`src/rtl/cam_word_ctrl.sv`:
```
// cam_word_ctrl: sequences host write/search/read/clear commands onto one
// CAM word, samples the cells and returns a verified response.
module cam_word_ctrl #(
  parameter int WIDTH = 8,
  parameter int CNT_W = 16
) (
  input  logic             clk,
  input  logic             reset,
  input  logic             cmd_valid_i,
  output logic             cmd_ready_o,
  input  logic [1:0]       cmd_op_i,
  input  logic [WIDTH-1:0] cmd_data_i,
  output logic             cell_reset_o,
  output logic [WIDTH-1:0] cell_data_o,
  output logic             cell_write_enable_o,
  output logic             cell_search_enable_o,
  output logic [WIDTH-1:0] cell_search_o,
  input  logic [WIDTH-1:0] cell_data_i,
  input  logic [WIDTH-1:0] cell_match_i,
  output logic             rsp_valid_o,
  input  logic             rsp_ready_i,
  output logic [1:0]       rsp_op_o,
  output logic [WIDTH-1:0] rsp_data_o,
  output logic [WIDTH-1:0] rsp_match_o,
  output logic             rsp_hit_o,
  output logic             rsp_err_o,
  output logic [CNT_W-1:0] hit_count_o
);

  typedef enum logic [1:0] {
    IDLE, DRIVE, CAPTURE, RESP
  } state_t;

  localparam logic [1:0] OP_WR = 2'b00;
  localparam logic [1:0] OP_SR = 2'b01;
  localparam logic [1:0] OP_CL = 2'b11;

  state_t           state_q, state_d;
  logic [1:0]       op_q, op_d;
  logic [WIDTH-1:0] data_q, data_d;
  logic             ready_q, ready_d;
  logic             crst_q, crst_d;
  logic [WIDTH-1:0] cdata_q, cdata_d;
  logic             cwe_q, cwe_d;
  logic             cse_q, cse_d;
  logic [WIDTH-1:0] csrch_q, csrch_d;
  logic             rvalid_q, rvalid_d;
  logic [WIDTH-1:0] rdata_q, rdata_d;
  logic [WIDTH-1:0] rmatch_q, rmatch_d;
  logic             rhit_q, rhit_d;
  logic             rerr_q, rerr_d;
  logic [CNT_W-1:0] cnt_q, cnt_d;
  logic             hit;

  assign hit = &cell_match_i;

  always_comb begin
    state_d  = state_q;
    op_d     = op_q;
    data_d   = data_q;
    crst_d   = 1'b0;
    cdata_d  = '0;
    cwe_d    = 1'b0;
    cse_d    = 1'b0;
    csrch_d  = '0;
    rdata_d  = rdata_q;
    rmatch_d = rmatch_q;
    rhit_d   = rhit_q;
    rerr_d   = rerr_q;
    cnt_d    = cnt_q;
    unique case (state_q)
      IDLE: begin
        if (cmd_valid_i && ready_q) begin
          state_d = DRIVE;
          op_d    = cmd_op_i;
          data_d  = cmd_data_i;
          // Cell strobes are registered so they appear only during DRIVE
          unique case (cmd_op_i)
            OP_WR: begin
              cwe_d   = 1'b1;
              cdata_d = cmd_data_i;
            end
            OP_SR: begin
              cse_d   = 1'b1;
              csrch_d = cmd_data_i;
            end
            OP_CL: crst_d = 1'b1;
            default: ;
          endcase
        end
      end
      DRIVE: state_d = CAPTURE;
      CAPTURE: begin
        state_d  = RESP;
        rdata_d  = cell_data_i;
        rmatch_d = '0;
        rhit_d   = 1'b0;
        rerr_d   = 1'b0;
        unique case (op_q)
          OP_WR: rerr_d = (cell_data_i != data_q);
          OP_CL: rerr_d = (cell_data_i != '0);
          OP_SR: begin
            rmatch_d = cell_match_i;
            rhit_d   = hit;
            if (hit && (cnt_q != {CNT_W{1'b1}}))
              cnt_d = cnt_q + 1'b1;
          end
          default: ;
        endcase
      end
      RESP: if (rsp_ready_i) state_d = IDLE;
      default: state_d = IDLE;
    endcase
    ready_d  = (state_d == IDLE);
    rvalid_d = (state_d == RESP);
  end

  always_ff @(posedge clk) begin
    if (reset) begin
      state_q  <= IDLE;
      op_q     <= '0;
      data_q   <= '0;
      ready_q  <= 1'b0;
      crst_q   <= 1'b0;
      cdata_q  <= '0;
      cwe_q    <= 1'b0;
      cse_q    <= 1'b0;
      csrch_q  <= '0;
      rvalid_q <= 1'b0;
      rdata_q  <= '0;
      rmatch_q <= '0;
      rhit_q   <= 1'b0;
      rerr_q   <= 1'b0;
      cnt_q    <= '0;
    end else begin
      state_q  <= state_d;
      op_q     <= op_d;
      data_q   <= data_d;
      ready_q  <= ready_d;
      crst_q   <= crst_d;
      cdata_q  <= cdata_d;
      cwe_q    <= cwe_d;
      cse_q    <= cse_d;
      csrch_q  <= csrch_d;
      rvalid_q <= rvalid_d;
      rdata_q  <= rdata_d;
      rmatch_q <= rmatch_d;
      rhit_q   <= rhit_d;
      rerr_q   <= rerr_d;
      cnt_q    <= cnt_d;
    end
  end

  assign cmd_ready_o          = ready_q;
  assign cell_reset_o         = crst_q;
  assign cell_data_o          = cdata_q;
  assign cell_write_enable_o  = cwe_q;
  assign cell_search_enable_o = cse_q;
  assign cell_search_o        = csrch_q;
  assign rsp_valid_o          = rvalid_q;
  assign rsp_op_o             = op_q;
  assign rsp_data_o           = rdata_q;
  assign rsp_match_o          = rmatch_q;
  assign rsp_hit_o            = rhit_q;
  assign rsp_err_o            = rerr_q;
  assign hit_count_o          = cnt_q;

endmodule

```
`config.mk`:
```
export PLATFORM = sky130hd
export DESIGN_NAME = cam_word_ctrl
export DESIGN_NICKNAME = d
export VERILOG_FILES = /design/src/rtl/cam_word_ctrl.sv
export SDC_FILE = /design/constraint.sdc
export NUM_CORES = 1
export LEC_CHECK = 0
export CELL_PAD_IN_SITES_DETAIL_PLACEMENT = 1
export CELL_PAD_IN_SITES_GLOBAL_PLACEMENT = 1
export CORE_ASPECT_RATIO = 1.4
export CORE_MARGIN = 1
export CORE_UTILIZATION = 40
export DETAILED_ROUTE_END_ITERATION = 8
export DONT_BUFFER_PORTS = 1
export GPL_ROUTABILITY_DRIVEN = 0
export HOLD_SLACK_MARGIN = 0.1
export PLACE_DENSITY_LB_ADDON = 0.1
export SKIP_CTS_REPAIR_TIMING = 1
export SLEW_MARGIN = 0
export SYNTH_ARGS = -nofsm -noshare
export SYNTH_HDL_FRONTEND = slang
export SYNTH_SLANG_ARGS = --single-unit
export TNS_END_PERCENT = 5
```
`constraint.sdc`:
```
create_clock -name clk -period 2.1 [get_ports clk]
set_clock_uncertainty 0.1 [all_clocks]
set_input_delay 0.21 -clock clk [delete_from_list [all_inputs] [get_ports clk]]
set_output_delay 0.21 -clock clk [all_outputs]
set_load 0.05 [all_outputs]
```
==> metrics.txt <==
setup violators final 0; Inserted Clock Buffers 9; sw power ~750 uW; Crit Path Category flip-flop to flip-flop; hold crit path type input port to flip-flop; Rows 35; hold path start reset; Primary FF master, synth dfxtp_1; Worst-path clk slew 0.07 ns; Slew Limit Fails 0; area leader, netlist dfxtp_1; first-pass GRT wire length approximately 11000 um; GRT Residual Overflow 0; DRC viols 0; synthesized net count roughly 350; initial antenna violation count 0; Avg Cell Area, Syn roughly 9.0 um2; MaxCap Viol Count 0; CP startpoint kind flip-flop; post-synthesis cell area approximately 2800 um2; synthesized instance count slightly above 300; die area between 7000 and 8000 um2; peak supply drop between 0.4 and 0.5 mV; flops & latches, synth 67; Synth async-reset ratio 0%; DPL Wire Length about 5200 um; Power Density 811 nW/um2; Final period util 93.9%; area grow syn2layout 31.8%; H-tree depth 3; Routed WL 7600 um; Tmin final slightly below 2 ns; # diodes 0; reg2reg path depth 4; vias about 2400; FILL cells 781; chip height 101 um; status completed; design internal power 2.24 mW; layout cells sized above 1 between 20% and 30%; Synth area leaders dfxtp_1 48%, nand2_1 7.0%, a21oi_1 6.1%, and2_1 3.6%, xnor2_1 2.5%; Routed Antenna Nets 0; CP required about 2.3 ns; Core ar. 6660 um2; Pwr Total 2.99 mW; Yosys warnings 0; top cell type's share of synthesized area a little under half; initial detailed-routing violation count 88; Flop pwr share a little under half; DRT Pass-1 Iters 3; Hold Path End data_q[4]$_SDFFE_PP0N_; worst r2r dst rsp_data_o[5]$_SDFFE_PP0P_; Routed WL per cell roughly 16 um; fmax 0.507 GHz; worst-path fanout max 17; Fin. Hold Viols 0; reg-to-reg slack, setup 0.13 ns; most common cell in the synthesized netlist dfxtp_1; largest net degree at the start of global routing 65; Slew @ Worst Pin 0.664 ns; Clock Latency Late Sink 0.34 ns; port bufs 0; CTS tree yes; vias in the first global route 2369; worst rel slew slack between 50% and 60%; critical path endpoint category flip-flop; most frequent cells after synthesis 67 x dfxtp_1, 52 x nand2_1, 34 x a21oi_1; Critical R2R Launch state_q[0]$_SDFF_PP0_; Initial Util 42.1%; sequential share of the synthesized area 47.9%; I/O Pins 87; Fin Setup TNS 0 ns; Clock Sinks between 60 and 70; CP Data Arrival Time around 2.2 ns; die span in x 72.7 um; clock power share between 40 and 50%; EDFF count, synth 0; power share of the combinational group ~8.8%; Vias/cell between 5 and 6; CTS max path bufs 2; Nets 400; clock root cell clkbuf_8; GRT Overall Usage between 20% and 30%; Leakage about 1.4 nW; Hold Path Depth 2; switching fraction of total power 25.0%; Yosys cell types 43
-- cell families after synthesis --
family          after synthesis  share of synthesized area [%]
compound gates               50                           11.6
xor+xnor                      8                           2.50
fa+ha+maj                     4                           1.79
buf+inv                      24                           3.71
flops                        67                           47.9
mux                          12                           4.78
simple gates                146                           27.7
-- critical path, cell delays in order, from the launching register on --
cell and delay (ns):
dfxtp_1 0.40, nand2b_1 0.56, nand2_1 0.14, a21oi_1 0.17, dlygate4sd3_1 0.55
-- final cells by class --
cell class | count | area [um2] | share of cell area (%)
clock buffer | 10 | 138 | 3.73
clock inverter | 6 | 113 | 3.05
inverter | 8 | 30.0 | 0.814
multi-input combinational | 220 | 1400 | 37.8
sequential | 67 | 1360 | 36.9
tap | 92 | 115 | 3.12
timing repair buffer | 60 | 538 | 14.6
-- power groups by stage --
stage                     Sequential (mW)  Combinational (mW)  Clock (mW)
after floorplan                      1.45               0.137           0
after global placement               1.43               0.188           0
after detailed placement             1.44               0.193           0
after CTS                            1.41               0.194        1.35
after global routing                 1.41               0.291        1.41
final                                1.41               0.263        1.32
-- metal layers --
layer / wire (um) / vias to the layer above / track usage (%)
met2: 4230 / 55 / 37.6
met1: 2820 / 1172 / 20.2
met3: 401 / 12 / 7.20
met5: 0 / - / 0
li1: - / 1181 / -
met4: 153 / 0 / 10.6
-- per-stage QoR --
stage          instance area, um2  hold slack, ns  utilization, %  cells  setup WS, ns
2_1_floorplan                2840           0.216               -    311       -0.0125
3_3_place_gp                 3110           0.192            46.7    419         0.108
3_5_place_dp                 3110           0.192            46.7    419        0.0383
4_1_cts                      3360          -0.171            50.5    435        0.0392
5_1_grt                      3690           0.126            55.4    463       -0.0294
6_report                     3690           0.102            55.4    463         0.128
-- registers in the layout, indices dropped and copies added, names as in the netlist, 2 cells and up --
name,flops
cell_search_o,8
rsp_match_o,8
rsp_op_o,2
hit_count_o,16
state_q,2
data_q,8
cell_data_o,8
rsp_data_o,8
-- cell usage in the layout, fill, tap and decap left out, types with 2 or more instances in the layout --
cell type / instances
nand2b_1: 3
mux2_1: 6
a21oi_1: 33
dfxtp_2: 10
nand3_1: 12
nor3_2: 2
and4_1: 2
and3_1: 5
ha_1: 4
nand4_1: 7
clkinv_4: 2
or4_1: 2
bufinv_16: 3
nor4_1: 3
or2_2: 2
xnor2_1: 8
inv_1: 8
nor2b_1: 10
buf_4: 32
dfxtp_1: 55
nor3_1: 4
nand2_1: 52
and2_1: 16
a211oi_1: 5
dfxtp_4: 2
mux2_2: 4
dlygate4sd3_1: 27
nor2_1: 18
a2111oi_2: 3
clkbuf_8: 10
-- worst max path at each step --
stage                              from                          end  slack [ns]  cells after the start
2_1_floorplan  rsp_op_o[1]$_SDFFE_PP0N_  hit_count_o[9]$_SDFFE_PP0P_       -0.01                      8
3_3_place_gp   rsp_op_o[1]$_SDFFE_PP0N_  hit_count_o[8]$_SDFFE_PP0P_        0.11                      6
3_5_place_dp   rsp_op_o[1]$_SDFFE_PP0N_  hit_count_o[5]$_SDFFE_PP0P_        0.04                      6
4_1_cts        rsp_op_o[1]$_SDFFE_PP0N_  hit_count_o[5]$_SDFFE_PP0P_        0.04                      6
5_1_grt           state_q[0]$_SDFF_PP0_   rsp_data_o[5]$_SDFFE_PP0P_       -0.03                      4
6_report          state_q[0]$_SDFF_PP0_   rsp_data_o[5]$_SDFFE_PP0P_        0.13                      4
No activity file was read; power rests on OpenSTA's default activity.
